<file path="config.mk">
export PLATFORM = sky130hd
export DESIGN_NAME = axi_req_cut_flat
export DESIGN_NICKNAME = d
export VERILOG_FILES = /design/src/rtl/axi_req_cut_if.sv /design/src/rtl/axi_req_cut.sv /design/src/flat_wrapper.sv
export SDC_FILE = /design/constraint.sdc
export NUM_CORES = 1
export LEC_CHECK = 0
export CELL_PAD_IN_SITES_DETAIL_PLACEMENT = 0
export CELL_PAD_IN_SITES_GLOBAL_PLACEMENT = 1
export CORE_AREA = 2 2 287 289
export DETAILED_ROUTE_END_ITERATION = 8
export DIE_AREA = 0 0 289 291
export PLACE_DENSITY_LB_ADDON = 0.3
export SYNTH_ARGS = -nofsm -noshare
export SYNTH_HDL_FRONTEND = slang
export SYNTH_SLANG_ARGS = --single-unit
export TNS_END_PERCENT = 1
</file>
<file path="constraint.sdc">
create_clock -name clk_i -period 2.45 [get_ports clk_i]
set_input_delay 0.49 -clock clk_i [delete_from_list [all_inputs] [get_ports clk_i]]
set_output_delay 0.49 -clock clk_i [all_outputs]
set_load 0.02 [all_outputs]
</file>
<file path="src/rtl/axi_req_cut_if.sv">
// Ariane-style AXI request/response structs and the bundle interface that
// carries them between the core side and the AXI bridge side.
package ariane_axi;
    localparam int IdW   = 4;
    localparam int AddrW = 64;
    localparam int DataW = 64;
    localparam int UserW = 1;

    typedef struct packed {
        logic [IdW-1:0]   id;
        logic [AddrW-1:0] addr;
        logic [7:0]       len;
        logic [2:0]       size;
        logic [1:0]       burst;
        logic             lock;
        logic [3:0]       cache;
        logic [2:0]       prot;
        logic [3:0]       qos;
        logic [3:0]       region;
        logic [5:0]       atop;
        logic [UserW-1:0] user;
    } aw_chan_t;

    typedef struct packed {
        logic [IdW-1:0]   id;
        logic [AddrW-1:0] addr;
        logic [7:0]       len;
        logic [2:0]       size;
        logic [1:0]       burst;
        logic             lock;
        logic [3:0]       cache;
        logic [2:0]       prot;
        logic [3:0]       qos;
        logic [3:0]       region;
        logic [UserW-1:0] user;
    } ar_chan_t;

    typedef struct packed {
        logic [DataW-1:0]   data;
        logic [DataW/8-1:0] strb;
        logic               last;
        logic [UserW-1:0]   user;
    } w_chan_t;

    typedef struct packed {
        logic [IdW-1:0]   id;
        logic [1:0]       resp;
        logic [UserW-1:0] user;
    } b_chan_t;

    typedef struct packed {
        logic [IdW-1:0]   id;
        logic [DataW-1:0] data;
        logic [1:0]       resp;
        logic             last;
        logic [UserW-1:0] user;
    } r_chan_t;

    typedef struct packed {
        aw_chan_t aw;
        logic     aw_valid;
        w_chan_t  w;
        logic     w_valid;
        logic     b_ready;
        ar_chan_t ar;
        logic     ar_valid;
        logic     r_ready;
    } req_t;

    typedef struct packed {
        logic    aw_ready;
        logic    ar_ready;
        logic    w_ready;
        logic    b_valid;
        b_chan_t b;
        logic    r_valid;
        r_chan_t r;
    } resp_t;
endpackage

interface axi_req_cut_if;
    import ariane_axi::*;
    req_t  req;
    resp_t resp;
    modport master (output req, input resp);
    modport slave  (input req, output resp);
endinterface

</file>
<file path="src/rtl/axi_req_cut.sv">
// Register slice on Ariane AXI struct channels, 2-entry skid buffer per channel.
// Optional AW/AR handshake counters under AXI_REQ_CUT_PERF_EN.
module axi_req_cut_slice #(
    parameter bit  CUT = 1'b1,
    parameter type T   = logic
) (
    input  logic clk,
    input  logic rst_n,
    input  logic in_valid,
    output logic in_ready,
    input  T     in_data,
    output logic out_valid,
    input  logic out_ready,
    output T     out_data
);
    typedef enum logic [1:0] {EMPTY, ONE, FULL} state_t;

    if (CUT) begin : g_cut
        state_t state, state_nxt;
        T       main_q, skid_q;
        logic   push, pop, ld_main, ld_skid, sel_skid;

        assign in_ready  = (state != FULL);
        assign out_valid = (state != EMPTY);
        assign out_data  = main_q;
        assign push      = in_valid & in_ready;
        assign pop       = out_valid & out_ready;

        always_ff @(posedge clk or negedge rst_n) begin
            if (!rst_n) state <= EMPTY;
            else        state <= state_nxt;
        end

        always_comb begin
            state_nxt = state;
            ld_main   = 1'b0;
            ld_skid   = 1'b0;
            sel_skid  = 1'b0;
            case (state)
                EMPTY: if (push) begin
                    state_nxt = ONE;
                    ld_main   = 1'b1;
                end
                ONE: if (push && !pop) begin
                    state_nxt = FULL;
                    ld_skid   = 1'b1;
                end else if (push && pop) begin
                    ld_main   = 1'b1;
                end else if (pop) begin
                    state_nxt = EMPTY;
                end
                FULL: if (pop) begin
                    state_nxt = ONE;
                    ld_main   = 1'b1;
                    sel_skid  = 1'b1;
                end
                default: state_nxt = EMPTY;
            endcase
        end

        always_ff @(posedge clk or negedge rst_n) begin
            if (!rst_n) begin
                main_q <= '0;
                skid_q <= '0;
            end else begin
                if (ld_main) main_q <= sel_skid ? skid_q : in_data;
                if (ld_skid) skid_q <= in_data;
            end
        end
    end else begin : g_pass
        assign out_valid = in_valid;
        assign in_ready  = out_ready;
        assign out_data  = in_data;
    end
endmodule

module axi_req_cut
    import ariane_axi::*;
#(
    parameter bit CUT_AW = 1'b1,
    parameter bit CUT_W  = 1'b1,
    parameter bit CUT_B  = 1'b1,
    parameter bit CUT_AR = 1'b1,
    parameter bit CUT_R  = 1'b1
) (
    input  logic          clk_i,
    input  logic          rst_ni,
    axi_req_cut_if.slave  slv,
    axi_req_cut_if.master mst
`ifdef AXI_REQ_CUT_PERF_EN
   ,output logic [31:0]   aw_cnt_o,
    output logic [31:0]   ar_cnt_o
`endif
);
    aw_chan_t aw_data;
    w_chan_t  w_data;
    b_chan_t  b_data;
    ar_chan_t ar_data;
    r_chan_t  r_data;
    logic aw_valid, aw_ready, w_valid, w_ready, b_valid, b_ready;
    logic ar_valid, ar_ready, r_valid, r_ready;

    axi_req_cut_slice #(.CUT(CUT_AW), .T(aw_chan_t)) u_aw (
        .clk(clk_i), .rst_n(rst_ni),
        .in_valid(slv.req.aw_valid), .in_ready(aw_ready), .in_data(slv.req.aw),
        .out_valid(aw_valid), .out_ready(mst.resp.aw_ready), .out_data(aw_data)
    );

    axi_req_cut_slice #(.CUT(CUT_W), .T(w_chan_t)) u_w (
        .clk(clk_i), .rst_n(rst_ni),
        .in_valid(slv.req.w_valid), .in_ready(w_ready), .in_data(slv.req.w),
        .out_valid(w_valid), .out_ready(mst.resp.w_ready), .out_data(w_data)
    );

    axi_req_cut_slice #(.CUT(CUT_AR), .T(ar_chan_t)) u_ar (
        .clk(clk_i), .rst_n(rst_ni),
        .in_valid(slv.req.ar_valid), .in_ready(ar_ready), .in_data(slv.req.ar),
        .out_valid(ar_valid), .out_ready(mst.resp.ar_ready), .out_data(ar_data)
    );

    axi_req_cut_slice #(.CUT(CUT_B), .T(b_chan_t)) u_b (
        .clk(clk_i), .rst_n(rst_ni),
        .in_valid(mst.resp.b_valid), .in_ready(b_ready), .in_data(mst.resp.b),
        .out_valid(b_valid), .out_ready(slv.req.b_ready), .out_data(b_data)
    );

    axi_req_cut_slice #(.CUT(CUT_R), .T(r_chan_t)) u_r (
        .clk(clk_i), .rst_n(rst_ni),
        .in_valid(mst.resp.r_valid), .in_ready(r_ready), .in_data(mst.resp.r),
        .out_valid(r_valid), .out_ready(slv.req.r_ready), .out_data(r_data)
    );

    always_comb begin
        mst.req          = '0;
        mst.req.aw       = aw_data;
        mst.req.aw_valid = aw_valid;
        mst.req.w        = w_data;
        mst.req.w_valid  = w_valid;
        mst.req.b_ready  = b_ready;
        mst.req.ar       = ar_data;
        mst.req.ar_valid = ar_valid;
        mst.req.r_ready  = r_ready;
    end

    always_comb begin
        slv.resp          = '0;
        slv.resp.aw_ready = aw_ready;
        slv.resp.w_ready  = w_ready;
        slv.resp.ar_ready = ar_ready;
        slv.resp.b_valid  = b_valid;
        slv.resp.b        = b_data;
        slv.resp.r_valid  = r_valid;
        slv.resp.r        = r_data;
    end

`ifdef AXI_REQ_CUT_PERF_EN
    logic [31:0] aw_cnt_q, ar_cnt_q;

    // Counts core-side acceptances, saturating at all-ones
    always_ff @(posedge clk_i or negedge rst_ni) begin
        if (!rst_ni) begin
            aw_cnt_q <= '0;
            ar_cnt_q <= '0;
        end else begin
            if (slv.req.aw_valid && aw_ready && aw_cnt_q != '1)
                aw_cnt_q <= aw_cnt_q + 32'd1;
            if (slv.req.ar_valid && ar_ready && ar_cnt_q != '1)
                ar_cnt_q <= ar_cnt_q + 32'd1;
        end
    end

    assign aw_cnt_o = aw_cnt_q;
    assign ar_cnt_o = ar_cnt_q;
`endif
endmodule

</file>
<file path="src/flat_wrapper.sv">
// flat-port wrapper written by rule: the top's interface ports become plain ports
module axi_req_cut_flat import ariane_axi::*;
#(
    parameter bit CUT_AW = 1'b1,
    parameter bit CUT_W  = 1'b1,
    parameter bit CUT_B  = 1'b1,
    parameter bit CUT_AR = 1'b1,
    parameter bit CUT_R  = 1'b1
)
  (clk_i, rst_ni, slv_req, slv_resp, mst_req, mst_resp);
  axi_req_cut_if slv_i ();
  axi_req_cut_if mst_i ();
  input  logic clk_i;
  input  logic rst_ni;
  input wire logic [$bits(slv_i.req)-1:0] slv_req;
  output wire logic [$bits(slv_i.resp)-1:0] slv_resp;
  output wire logic [$bits(mst_i.req)-1:0] mst_req;
  input wire logic [$bits(mst_i.resp)-1:0] mst_resp;
  assign slv_i.req = slv_req;
  assign slv_resp = slv_i.resp;
  assign mst_req = mst_i.req;
  assign mst_i.resp = mst_resp;
  axi_req_cut #(.CUT_AW(CUT_AW), .CUT_W(CUT_W), .CUT_B(CUT_B), .CUT_AR(CUT_AR), .CUT_R(CUT_R)) u_core (.clk_i(clk_i), .rst_ni(rst_ni), .slv(slv_i), .mst(mst_i));
endmodule
</file>
==> impl_metrics.prom <==
# TYPE chip_impl_metric gauge
chip_impl_info{name="status",value="completed"} 1
chip_impl_metric{name="fillCellCount",unit=""} 6721
chip_impl_metric{name="number_of_clock_sinks",unit=""} 720
chip_impl_info{name="critical_path.startpoint_type",value="flop"} 1
chip_impl_metric{name="synth_edf_count",unit=""} 0
chip_impl_metric{name="synth_compound_gate_area_share",unit="%"} 3.12
chip_impl_info{name="post_synth_most_frequent_cells",value="sky130_fd_sc_hd__mux2_2, sky130_fd_sc_hd__dfrtp_1, sky130_fd_sc_hd__nor2_1"} 1
chip_impl_metric{name="clk_buf_depth",unit=""} 3
chip_impl_metric{name="grt_first_pass_wirelength",unit="um"} 134000
chip_impl_metric{name="timing.slew.headroom",unit="%"} 61.1
chip_impl_metric{name="maximum_clock_skew_at_final_layout",unit="ns"} 0.0275
chip_impl_metric{name="grt_pass1_vias",unit=""} 22100
chip_impl_info{name="cts_root_buf",value="sky130_fd_sc_hd__clkbuf_16"} 1
chip_impl_metric{name="fin_tns_setup",unit="ns"} 0
chip_impl_metric{name="fmax",unit="MHz"} 426
chip_impl_metric{name="globalRoute.totalOverflow",unit=""} 0
chip_impl_info{name="rsz0062_at_grt",value="no"} 1
chip_impl_metric{name="report.power.total",unit="uW"} 45600
chip_impl_metric{name="vias",unit=""} 20700
chip_impl_metric{name="synth-simple-area-share",unit="%"} 2.91
chip_impl_metric{name="post_synth_num_cell_types",unit=""} 29
chip_impl_metric{name="io_pins",unit=""} 732
chip_impl_metric{name="synth_xor_area_share",unit="%"} 0
chip_impl_metric{name="routed_wl",unit="um"} 88500
chip_impl_metric{name="final_min_period_over_clock_period",unit="%"} 95.8
chip_impl_metric{name="die_h",unit="um"} 291
chip_impl_metric{name="syn_to_final_growth",unit="%"} 38.6
chip_impl_metric{name="ys.warnings.count",unit=""} 0
chip_impl_metric{name="layout.nets",unit=""} 3269
chip_impl_info{name="yosys.area.top_type",value="sky130_fd_sc_hd__dfrtp_1"} 1
chip_impl_metric{name="netlist_instances",unit=""} 2156
chip_impl_metric{name="io_buffer_count",unit=""} 731
chip_impl_metric{name="avgRoutedWirePerCell",unit="um"} 21.9
chip_impl_metric{name="placement_rows",unit=""} 105
chip_impl_metric{name="drv_slew",unit=""} 0
chip_impl_metric{name="required",unit="ns"} 1.96
chip_impl_metric{name="layout-drive-gt1-share",unit="%"} 38.2
chip_impl_metric{name="gr-usage-all-layers",unit="%"} 20.7
chip_impl_metric{name="async_reset_ff_share",unit="%"} 100
chip_impl_metric{name="synth-seq-cells",unit=""} 720
chip_impl_metric{name="ant_nets",unit=""} 0
chip_impl_metric{name="worstPathMaxFanout",unit=""} 7
chip_impl_metric{name="die_area",unit="um2"} 84100
chip_impl_metric{name="synth_top_area_share",unit="%"} 57.8
chip_impl_metric{name="floorplan.initialDensity",unit="%"} 38.4
chip_impl_info{name="timing.setup.critical_path_class",value="flop to output pin"} 1
chip_impl_info{name="ys_top_cells_by_area",value="sky130_fd_sc_hd__dfrtp_1, sky130_fd_sc_hd__mux2_2, sky130_fd_sc_hd__a31oi_1, sky130_fd_sc_hd__nand3_1, sky130_fd_sc_hd__o21ai_0"} 1
chip_impl_metric{name="yosysSeqAreaShare",unit="%"} 57.8
chip_impl_info{name="cp-end-kind",value="output pin"} 1
chip_impl_metric{name="cts-buffers-inserted",unit=""} 81
chip_impl_metric{name="fin_crit",unit="ns"} 2.35
chip_impl_metric{name="synthesis.area",unit="um2"} 31200
chip_impl_metric{name="syn_avg_cell_area",unit="um2"} 14.4
chip_impl_info{name="synth_top_family_by_area",value="multiplexers"} 1
chip_impl_metric{name="final_hold_viol_count",unit=""} 0
chip_impl_metric{name="worstPathArrival",unit="ns"} 1.86
chip_impl_metric{name="max-cap-violations",unit=""} 0
chip_impl_metric{name="worstMarginPinSlew",unit="ns"} 0.584
chip_impl_info{name="synth_flop_cell",value="sky130_fd_sc_hd__dfrtp_1"} 1
chip_impl_metric{name="synth_fp_nets",unit=""} 2523
chip_impl_metric{name="drtIter0Drc",unit=""} 889
chip_impl_metric{name="layout.area.seq",unit="um2"} 18000
chip_impl_metric{name="pin_count_of_the_biggest_net_entering_global_routing",unit=""} 83
chip_impl_metric{name="antenna_found_initial",unit=""} 28
chip_impl_metric{name="clock_pin_transition_on_the_worst_setup_and_hold_timing_paths",unit="ns"} 0.06
chip_impl_metric{name="drc",unit=""} 0
chip_impl_metric{name="detail_route.first_pass.iterations",unit=""} 5
chip_impl_metric{name="power.density_cell_area",unit="nW/um2"} 1060
chip_impl_metric{name="globalplace.congestion",unit=""} 0.836
chip_impl_metric{name="post-dp-hpwl",unit="um"} 63700
chip_impl_metric{name="adder_and_majority_cell_fraction_of_the_synthesized_area",unit="%"} 0
chip_impl_metric{name="clk-insertion-delay-late",unit="ns"} 0.62
chip_impl_metric{name="p_leak",unit="uW"} 0.0178
chip_impl_metric{name="die-width",unit="um"} 289
chip_impl_info{name="cts_tree",value="done"} 1
chip_impl_metric{name="core_area",unit="um2"} 81200
chip_impl_metric{name="vdd_drop_max",unit="V"} 0.000737
chip_impl_info{name="yosysMostFrequentCell",value="sky130_fd_sc_hd__mux2_2"} 1
chip_impl_info{name="min-delay-path-class",value="input port to async pin"} 1
chip_impl_metric{name="finalSetupViolations",unit=""} 0
chip_impl_metric{name="footprint_of_the_multi_input_gates",unit="um2"} 12400
chip_impl_metric{name="clock_tree.htree_level_count",unit=""} 3
chip_impl_metric{name="drt-vias-per-instance",unit=""} 5.11
chip_impl_metric{name="yosys-mux-area-fraction",unit="%"} 33.5
-- registers in the layout, indices dropped and copies added, names as in the netlist, 72 cells and up --
signal	count
u_core.u_ar.g_cut.skid_q	98
u_core.u_aw.g_cut.skid_q	104
u_core.u_r.g_cut.skid_q	72
u_core.u_r.out_data	72
u_core.u_w.g_cut.skid_q	74
u_core.u_w.out_data	74
u_core.u_aw.out_data	104
u_core.u_ar.out_data	98
-- logic make-up after synthesis --
family | after synthesis
multiplexers | 919
flip-flops | 720
AND/OR/NAND/NOR | 191
AO/OA/AOI/OAI | 170
buffers and inverters | 156
-- critical path: stages, from the launching register on --
cell and delay (ns):
sky130_fd_sc_hd__dfrtp_1 0.46, sky130_fd_sc_hd__nand2b_1 0.13, sky130_fd_sc_hd__clkdlybuf4s50_1 0.65
-- per-layer routing --
metal  track usage (%)  vias to the layer above  routed length (um)
met2              35.0                      647               44400
met3              6.71                      173                7280
li1                  -                     9268                   -
met5                 0                        -                 176
met1              24.0                    10600               33400
met4              8.80                       28                3140
-- cell type report --
cell class              instances  area share, %
flip-flops and latches        720           41.7
clock buffers                 122           5.71
multi-input cells            1280           28.7
clock inverters                21          0.713
diodes                         14         0.0812
well taps                    1070           3.10
repair buffers                819           20.0
-- what timing repair did --
| action | CTS | global route |
|---|---|---|
| resized for setup | 7 | 0 |
| endpoints found under the hold margin | 37 | 0 |
| hold buffers | 1 | 0 |
| setup buffers | 0 | 0 |
| setup endpoints to repair | 7 | 0 |
-- cells in the final DEF (no fill, tap or decap), types with 2 or more instances in the layout --
cell type                           n
sky130_fd_sc_hd__o21ai_0           76
sky130_fd_sc_hd__mux2_2           878
sky130_fd_sc_hd__clkinv_8           3
sky130_fd_sc_hd__nor2b_1            7
sky130_fd_sc_hd__or2_2              5
sky130_fd_sc_hd__clkbuf_1          16
sky130_fd_sc_hd__clkdlybuf4s50_1  723
sky130_fd_sc_hd__buf_4             35
sky130_fd_sc_hd__nand2b_2           2
sky130_fd_sc_hd__a21oi_1            6
sky130_fd_sc_hd__mux2i_1            6
sky130_fd_sc_hd__nand3b_1           5
sky130_fd_sc_hd__clkbuf_16         84
sky130_fd_sc_hd__clkbuf_8          22
sky130_fd_sc_hd__o21bai_1           2
sky130_fd_sc_hd__clkinv_2          10
sky130_fd_sc_hd__bufinv_16          6
sky130_fd_sc_hd__nor2b_4            2
sky130_fd_sc_hd__mux2_4            22
sky130_fd_sc_hd__dfrtp_1          720
sky130_fd_sc_hd__buf_12            52
sky130_fd_sc_hd__nor2_1            76
sky130_fd_sc_hd__dlygate4sd2_1      7
sky130_fd_sc_hd__nor2_4             2
sky130_fd_sc_hd__nand2_1            3
sky130_fd_sc_hd__nand3_1           76
sky130_fd_sc_hd__a31oi_1           76
sky130_fd_sc_hd__mux2_1            13
sky130_fd_sc_hd__diode_2           14
sky130_fd_sc_hd__nand2b_1          10
sky130_fd_sc_hd__o21ai_4            2
sky130_fd_sc_hd__o22ai_1            5
-- final timing paths --
check / start / endpoint / slack [ns] / depth (start not counted)
worst max-delay path: u_core.u_r.g_cut.state[1] / mst_req[0] / 0.10 / 2
worst min-delay path: rst_ni / u_core.u_ar.out_data[93] / 0.48 / 2
worst max register to register: u_core.u_aw.g_cut.state[0] / u_core.u_aw.out_data[37] / 0.59 / 5
worst min register to register: u_core.u_ar.g_cut.skid_q[89] / u_core.u_ar.g_cut.skid_q[89] / 0.48 / 1
max in group asynchronous: rst_ni / u_core.u_r.out_data[63] / 1.08 / 3
min in group clk_i: mst_resp[15] / u_core.u_r.out_data[15] / 0.48 / 3
-- stage by stage --
step	util [%]	worst slack, ns	instances	cell area (um2)	hold WS (ns)
6_report	53.2	0.103	4046	43200	0.478
5_1_grt	53.2	0.0107	4043	43200	0.469
4_1_cts	53.1	0.0388	4032	43100	0.430
3_5_place_dp	49.7	0.0698	3888	40400	0.476
3_3_place_gp	49.7	0.128	3888	40400	0.465
2_1_floorplan	-	0.712	2156	31200	0.194
-- power breakdown --
part / internal (uW) / total (uW) / switching [uW]
sequential: 16300 / 18700 / 2410
clock: 7580 / 12500 / 4890
combinational: 7950 / 14500 / 6520
Note: power is estimated with default switching activity, not from simulation.
